$ cat config.mk
export PLATFORM = sky130hd
export DESIGN_NAME = plane_hit_scheduler
export DESIGN_NICKNAME = d
export VERILOG_FILES = /design/src/rtl/plane_hit_scheduler.sv
export SDC_FILE = /design/constraint.sdc
export NUM_CORES = 2
export LEC_CHECK = 0
export ABC_AREA = 1
export CELL_PAD_IN_SITES_DETAIL_PLACEMENT = 0
export CELL_PAD_IN_SITES_GLOBAL_PLACEMENT = 1
export CORE_AREA = 2 2 333 335
export DETAILED_ROUTE_END_ITERATION = 7
export DIE_AREA = 0 0 335 337
export GPL_TIMING_DRIVEN = 0
export PLACE_DENSITY = 0.86
export SYNTH_ARGS = -nofsm -noshare
export SYNTH_HDL_FRONTEND = slang
export SYNTH_SLANG_ARGS = --single-unit
$ cat constraint.sdc
create_clock -name clk -period 26.6 [get_ports clk]
set_clock_uncertainty 0.2 [all_clocks]
set_input_delay 5.32 -clock clk [delete_from_list [all_inputs] [get_ports clk]]
set_output_delay 5.32 -clock clk [all_outputs]
set_load 0.02 [all_outputs]
$ cat src/rtl/plane_hit_scheduler.sv
// Initiator-side sequencer for plane_ray_int: scans a plane table, issues one core
// transaction per enabled plane and returns the nearest positive hit. Optional watchdog: PLANE_HIT_TIMEOUT_EN.
module plane_hit_scheduler #(
    parameter  int unsigned NUM_PLANES  = 4,
    parameter  int unsigned TIMEOUT_CYC = 64,
    localparam int unsigned IDX_W       = (NUM_PLANES > 1) ? $clog2(NUM_PLANES) : 1
) (
    input  logic             clk,
    input  logic             rst,
    input  logic             pl_we,
    input  logic [IDX_W-1:0] pl_addr,
    input  logic             pl_en,
    input  logic [95:0]      pl_p0,
    input  logic [95:0]      pl_nrm,
    input  logic             ray_valid,
    output logic             ray_ready,
    input  logic [95:0]      ray_p0,
    input  logic [95:0]      ray_dir,
    output logic             prim_start,
    output logic [95:0]      prim_ray_p0,
    output logic [95:0]      prim_ray_dir,
    output logic [95:0]      prim_plane_p0,
    output logic [95:0]      prim_plane_nrm,
    input  logic             prim_busy,
    input  logic             prim_valid,
    input  logic [31:0]      prim_t,
    output logic             res_valid,
    input  logic             res_ready,
    output logic             res_hit,
    output logic [31:0]      res_t,
    output logic [IDX_W-1:0] res_idx,
    output logic             err_timeout
);
    localparam int unsigned VEC_W = 96;
    localparam logic [31:0] POS_INF = 32'h7F80_0000;
    localparam logic [IDX_W-1:0] LAST_IDX = IDX_W'(NUM_PLANES - 1);

    typedef enum logic [1:0] {S_IDLE, S_SCAN, S_WAIT, S_DONE} state_e;

    state_e             state_q, state_d;
    logic [IDX_W-1:0]   idx_q, idx_d;
    logic [VEC_W-1:0]   ray_p0_q, ray_p0_d, ray_dir_q, ray_dir_d;
    logic [VEC_W-1:0]   pl_p0_q, pl_p0_d, pl_nrm_q, pl_nrm_d;
    logic               ray_ready_q, ray_ready_d, start_q, start_d;
    logic               res_valid_q, res_valid_d, hit_q, hit_d;
    logic [31:0]        best_t_q, best_t_d;
    logic [IDX_W-1:0]   best_idx_q, best_idx_d;

    logic               tbl_en_q  [NUM_PLANES];
    logic [VEC_W-1:0]   tbl_p0_q  [NUM_PLANES];
    logic [VEC_W-1:0]   tbl_nrm_q [NUM_PLANES];

    logic               wr_ok_c, t_is_hit_c, timeout_c, unused_c;

    assign unused_c   = ^{prim_busy, 32'(TIMEOUT_CYC)};
    assign wr_ok_c    = pl_we && (state_q == S_IDLE);
    // Strictly positive finite value: zero, negative, inf and NaN are misses.
    assign t_is_hit_c = !prim_t[31] && (prim_t[30:23] != 8'hFF) && (prim_t[30:0] != 31'd0);

`ifdef PLANE_HIT_TIMEOUT_EN
    localparam int unsigned CNT_W = $clog2(TIMEOUT_CYC + 1);
    logic [CNT_W-1:0] wcnt_q, wcnt_d;
    logic             err_q, err_d;

    assign timeout_c = (state_q == S_WAIT) && !prim_valid && (wcnt_q == CNT_W'(TIMEOUT_CYC - 1));

    always_comb begin
        wcnt_d = '0;
        err_d  = err_q | timeout_c;
        if ((state_q == S_WAIT) && !prim_valid && !timeout_c) begin
            wcnt_d = wcnt_q + CNT_W'(1);
        end
    end

    always_ff @(posedge clk) begin
        if (rst) begin
            wcnt_q <= '0;
            err_q  <= 1'b0;
        end else begin
            wcnt_q <= wcnt_d;
            err_q  <= err_d;
        end
    end

    assign err_timeout = err_q;
`else
    assign timeout_c   = 1'b0;
    assign err_timeout = 1'b0;
`endif

    // Plane table; enables cleared by reset, payload needs no reset.
    always_ff @(posedge clk) begin
        if (rst) begin
            for (int i = 0; i < NUM_PLANES; i++) begin
                tbl_en_q[i] <= 1'b0;
            end
        end else if (wr_ok_c) begin
            tbl_en_q[pl_addr] <= pl_en;
        end
    end

    always_ff @(posedge clk) begin
        if (wr_ok_c) begin
            tbl_p0_q[pl_addr]  <= pl_p0;
            tbl_nrm_q[pl_addr] <= pl_nrm;
        end
    end

    always_comb begin
        state_d    = state_q;
        idx_d      = idx_q;
        ray_p0_d   = ray_p0_q;
        ray_dir_d  = ray_dir_q;
        pl_p0_d    = pl_p0_q;
        pl_nrm_d   = pl_nrm_q;
        start_d    = 1'b0;
        hit_d      = hit_q;
        best_t_d   = best_t_q;
        best_idx_d = best_idx_q;
        unique case (state_q)
            S_IDLE: begin
                if (ray_valid && ray_ready_q) begin
                    ray_p0_d   = ray_p0;
                    ray_dir_d  = ray_dir;
                    idx_d      = '0;
                    best_t_d   = POS_INF;
                    best_idx_d = '0;
                    hit_d      = 1'b0;
                    state_d    = S_SCAN;
                end
            end
            S_SCAN: begin
                if (tbl_en_q[idx_q]) begin
                    start_d  = 1'b1;
                    pl_p0_d  = tbl_p0_q[idx_q];
                    pl_nrm_d = tbl_nrm_q[idx_q];
                    state_d  = S_WAIT;
                end else if (idx_q == LAST_IDX) begin
                    state_d = S_DONE;
                end else begin
                    idx_d = idx_q + IDX_W'(1);
                end
            end
            S_WAIT: begin
                if (prim_valid || timeout_c) begin
                    // Strict less-than keeps the lower index on ties.
                    if (prim_valid && t_is_hit_c && (prim_t < best_t_q)) begin
                        hit_d      = 1'b1;
                        best_t_d   = prim_t;
                        best_idx_d = idx_q;
                    end
                    if (idx_q == LAST_IDX) begin
                        state_d = S_DONE;
                    end else begin
                        idx_d   = idx_q + IDX_W'(1);
                        state_d = S_SCAN;
                    end
                end
            end
            S_DONE: begin
                if (res_ready) begin
                    state_d = S_IDLE;
                end
            end
            default: state_d = S_IDLE;
        endcase
        ray_ready_d = (state_d == S_IDLE);
        res_valid_d = (state_d == S_DONE);
    end

    always_ff @(posedge clk) begin
        if (rst) begin
            state_q     <= S_IDLE;
            idx_q       <= '0;
            ray_p0_q    <= '0;
            ray_dir_q   <= '0;
            pl_p0_q     <= '0;
            pl_nrm_q    <= '0;
            ray_ready_q <= 1'b0;
            start_q     <= 1'b0;
            res_valid_q <= 1'b0;
            hit_q       <= 1'b0;
            best_t_q    <= POS_INF;
            best_idx_q  <= '0;
        end else begin
            state_q     <= state_d;
            idx_q       <= idx_d;
            ray_p0_q    <= ray_p0_d;
            ray_dir_q   <= ray_dir_d;
            pl_p0_q     <= pl_p0_d;
            pl_nrm_q    <= pl_nrm_d;
            ray_ready_q <= ray_ready_d;
            start_q     <= start_d;
            res_valid_q <= res_valid_d;
            hit_q       <= hit_d;
            best_t_q    <= best_t_d;
            best_idx_q  <= best_idx_d;
        end
    end

    assign ray_ready      = ray_ready_q;
    assign prim_start     = start_q;
    assign prim_ray_p0    = ray_p0_q;
    assign prim_ray_dir   = ray_dir_q;
    assign prim_plane_p0  = pl_p0_q;
    assign prim_plane_nrm = pl_nrm_q;
    assign res_valid      = res_valid_q;
    assign res_hit        = hit_q;
    assign res_t          = best_t_q;
    assign res_idx        = best_idx_q;

endmodule

Word-level counts from Yosys, hierarchy flattened
Memory sizes are Yosys's and may differ from the RTL's. A register that Yosys moved wholly into a read port is not among the register bits.
Index checks and enable logic that the tools add are counted.
{ "word_totals": {"register_bits": 234, "ram_bits": 772, "inputBits": 426, "word_cells": 79, "mem_count": 3} }
{ "op_classes": {"addsub": 1, "magnitude_cmp": 1, "n_eq_ne": 10, "n_mux": 35, "n_bitwise": 1, "n_reduce_logical": 18} }
{ "mem_list": {"columns": ["memory", "words", "word_bits", "rd", "rd_ports_with_merged_regs", "write_ports", "line_no", "text"], "rows": [
  ["tbl_nrm_q", 4, 96, 1, 1, 1, "51", "logic [VEC_W-1:0] tbl_nrm_q [NUM_PLANES];"],
  ["tbl_p0_q", 4, 96, 1, 1, 1, "50", "logic [VEC_W-1:0] tbl_p0_q [NUM_PLANES];"],
  ["tbl_en_q", 4, 1, 1, 1, 4, "49", "logic tbl_en_q [NUM_PLANES];"]
]} }
{ "op_table": {"columns": ["operator", "count"], "rows": [
  ["two-way mux 32 bit", 3],
  ["case mux 32 bit (2 select lines)", 1],
  ["< comparator 32 bit", 1],
  ["nonzero test 31 bit", 1],
  ["two-way mux 2 bit", 15],
  ["two-way mux 1 bit", 12],
  ["== test 2 bit, second input constant", 4],
  ["inequality test 8 bit, second input constant", 1],
  ["case mux 2 bit (4 select lines)", 1],
  ["AND reduction 4 bit", 2],
  ["logical AND 1 bit", 6],
  ["inequality test 2 bit, second input constant", 3],
  ["case mux 2 bit (3 select lines)", 1],
  ["logical NOT 2 bit", 2],
  ["case mux 2 bit (2 select lines)", 1],
  ["AND reduction 2 bit", 2],
  ["nonzero test 3 bit", 1],
  ["adder 2 x 1 -> 2 bit, second input constant", 1],
  ["== test 2 x 1 -> 1 bit, second input constant", 1],
  ["inequality test 2 x 1 -> 1 bit, second input constant", 1],
  ["case mux 1 bit (2 select lines)", 1],
  ["nonzero test 2 bit", 1],
  ["OR reduction 2 bit", 1],
  ["logical NOT 1 bit", 1],
  ["2 further kinds", 2]
]} }

Longest topological paths before layout
{ "logic_depth": {"word_depth": 8, "mapped_depth": 17} }

Least setup slack after synthesis
OpenSTA, ideal clock, no wires.
{ "synth_path": {"kind": "input-to-reg", "startpoint": "input pl_addr[1]", "endpoint": "memory tbl_en_q[0] (enable)", "setup_ns": 0.332, "arrival_ns": 19.477, "slack_ns": 6.591, "stages": 3, "n_path_buf": 0, "cell_sequence": "nor3_1 > inv_1 > nand2_1"} }
{ "synth_lines": {"columns": ["item", "line_no", "text"], "rows": [
  ["start, declared", "11", "input logic [IDX_W-1:0] pl_addr,"],
  ["end, declared", "49", null]
]} }

Final worst setup path
{ "layout_path": {"startpoint": "input pl_we", "endpoint": "memory tbl_p0_q[0][89] (enable)"} }
{ "layout_between": {"elab_chain_cells": 3} }
{ "layout_lines": {"columns": ["item", "line_no", "text"], "rows": [
  ["start, declared", "10", "input logic pl_we,"],
  ["logical AND 1 bit", "56", "assign wr_ok_c = pl_we && (state_q == S_IDLE);"],
  ["two-way mux 1 bit", "103", "if (wr_ok_c) begin"],
  ["two-way mux 1 bit (not written as such)", "104", "tbl_p0_q[pl_addr] <= pl_p0;"],
  ["end, declared", "50", null]
]} }
Every way passes these cells.

==> results_dict.tcl <==
set metrics [dict create \
    dieArea_um2 113000 \
    seq_area_um2 31800 \
    finalNonFillerCells 6411 \
    grt_max_degree 30 \
    synthToLayoutAreaGrowth_pct 34.0 \
    ctsResizeCount 0 \
    ys_seq_area_share_pct 70.5 \
    synth_area_per_cell_um2 11.8 \
    first_pass_iters 5 \
    grt_use_total_pct 25.1 \
    top_level_ports 849 \
    setup_violations 0 \
    htreeDepth 3 \
    fmax_mhz 126 \
    critPathLaunchType "primary input" \
    vdd_drop_max_mv 0.0645 \
    cts_hold_buf 0 \
    syn_nets 4266 \
    cp-end-kind "register" \
    cap_violations 0 \
    dp_hpwl_um 109000 \
    worst_slew_pin_slew_ps 1200 \
    ys_seq_elements 1200 \
    dp.cells 6138 \
    rsz0062_at_grt "no" \
    p_per_area_nw_per_um2 94.6 \
    cts.sinks 1200 \
    ctsRootBufferMaster "clkbuf_16" \
    critPathKind "in2reg" \
    drt_iter0_drc 2618 \
    vias_per_cell 5.24 \
    overflow 0 \
    drc_errors 0 \
    cts_tree "built" \
    num_rows 122 \
    io_buffer_count 846 \
    num_vias 33600 \
    final_common_cell "clkdlybuf4s50_1" \
    synthCells 3805 \
    syn_area_um2 45000 \
    fp.dieW_um 335 \
    final_util_pct 55.0 \
    antenna_found_initial 63 \
    min_period_over_period_pct 29.7 \
    cp_max_fo 10 \
    initial_core_util_pct 41.1 \
    final_cell_mix "clkdlybuf4s50_1, edfxtp_1, nor2_1" \
    antenna_left 0 \
    leakage_nw 20.5 \
    finalHoldViolCount 0 \
    path_buf_inv 8 \
    synth_top_cell_by_area "edfxtp_1" \
    clockBufferDepth 3 \
    grt_pass1_wl_um 210000 \
    crit_slowest_cell "nor3_2" \
    worstSkewPairLatency_ps 710 \
    crit_path_frequent_cell "buf_6" \
    ys_types 38 \
    multi_input_area_um2 11700 \
    num-nets-final 5296 \
    netlist_top_cells_area "edfxtp_1, dfxtp_1, nor2_1" \
    max_stage_delay_ps 670 \
    cts_buffers 121 \
    finalPower_mw 5.71 \
    slew_viol_final 0 \
    grt_pass1_vias 32400 \
    fin_area_um2 60300 \
    chipHeight_um 337 \
    finalWeightedCongestion 0.903 \
    critPathRequiredTime_ps 26820 \
    final_layout_size_suffix_gt1_share_pct 7.54 \
    cp_cell_sequence "clkdlybuf4s50_1 -> nand2_1 -> nor3_2 -> buf_6 -> buf_6 -> buf_6 -> buf_8 -> buf_6 -> buf_6 -> buf_8" \
    core_um2 110000 \
    status "finished, final reports clean" \
    placed_area_um2 56100 \
    path_delay_family "buffers and inverters" \
    clk_pin_slew_ps 60 \
    drt_wl_total_um 148000 \
    post_drt_wl_per_cell_um 23.1 \
    period_minus_slack_ps 7910 \
    worst_hold_slack_ps 261 \
    hold_path_class "reg2reg" \
    synth_top_area_share_pct 51.5 \
    arrival_ps 8130 \
    post-cts-setup-buffers 0 \
    relSlewSlack_pct 19.8 \
    nFillCells 9142 \
    synth_warnings 0 \
]
[cells in the mapped netlist (all sizes together)]
master / instances
edfxtp: 772
nor2: 608
dfxtp: 428
o21ai: 392
nand2: 323
a21oi: 238
nand3: 232
mux2i: 192
o22ai: 192
clkbuf: 182
inv: 95
buf: 90
ha: 35
nor3: 9
nand4: 6
a211oi: 2
o21a: 2
a22oi: 1
a31oi: 1
and3: 1
conb: 1
nand3b: 1
o21bai: 1
o31ai: 1
[cell type report]
type / instances / area share (%)
inverters: 95 / 0.591
well taps: 1426 / 2.96
clock inverters: 49 / 0.840
flip-flops and latches: 1200 / 52.6
clock buffers: 183 / 5.91
diodes: 41 / 0.170
repair buffers: 907 / 15.5
plain buffers: 272 / 1.98
multi-input cells: 2238 / 19.4
[cells by family (layout without fill, tap and decap cells)]
| group | after synthesis | after routing | synth area share (%) |
|---|---|---|---|
| and+or+nand+nor | 1180 | 1180 | 10.8 |
| other | 1 | 42 | 0.00833 |
| buffers and inverters | 367 | 1506 | 3.45 |
| adders and majority gates | 35 | 35 | 0.973 |
| DFF | 1200 | 1200 | 70.5 |
| AOI/OAI and AO/OA | 830 | 830 | 9.99 |
| muxes | 192 | 192 | 4.27 |
[power breakdown]
part,switching [mW],total [mW],internal (mW),leakage [nW]
Clock,0.720,1.71,0.994,2.00
Sequential,0.0978,2.29,2.19,10.5
Combinational,1.08,1.70,0.624,7.98
Total,1.90,5.71,3.81,20.5
[layer usage]
layer  GRT usage [%]  vias to the layer above  routed length, um
met1            28.9                    16300              54700
li1                -                    15700                  -
met4            12.5                       32               6040
met3            6.54                      281              12100
met2            43.5                     1283              75300
met5               0                        -                229
[tightest hold or removal path, stage by stage, from the launching register on]
cell	delay [ps]
dfxtp_1	310
nand2_1	60
a21oi_1	50
[sequential cells by signal (all words and copies together) (netlist names), 4 cells and up, named ones only]
name,cells
tbl_nrm_q,384
tbl_en_q,4
prim_plane_p0,96
tbl_p0_q,384
prim_plane_nrm,96
res_t,32
prim_ray_p0,96
prim_ray_dir,96
[path summary, 6_finish.rpt]
path / start / to / slack (ps) / cells past startpoint
min reg2reg: prim_ray_dir[46] / prim_ray_dir[46] / 260 / 2
max: pl_we / tbl_p0_q[0][89] / 18690 / 10
min: prim_ray_dir[46] / prim_ray_dir[46] / 260 / 2
max reg2reg: state_q[0] / tbl_p0_q[1][86] / 22490 / 10
[metrics by stage]
step	worst slack, ps	TNS [ps]
CTS	18730	0
detailed placement	17970	0
finish	18690	0
global placement	-5070	-1741960
global route	18610	0
floorplan	6590	0
Power figures use the tool's default switching activity.
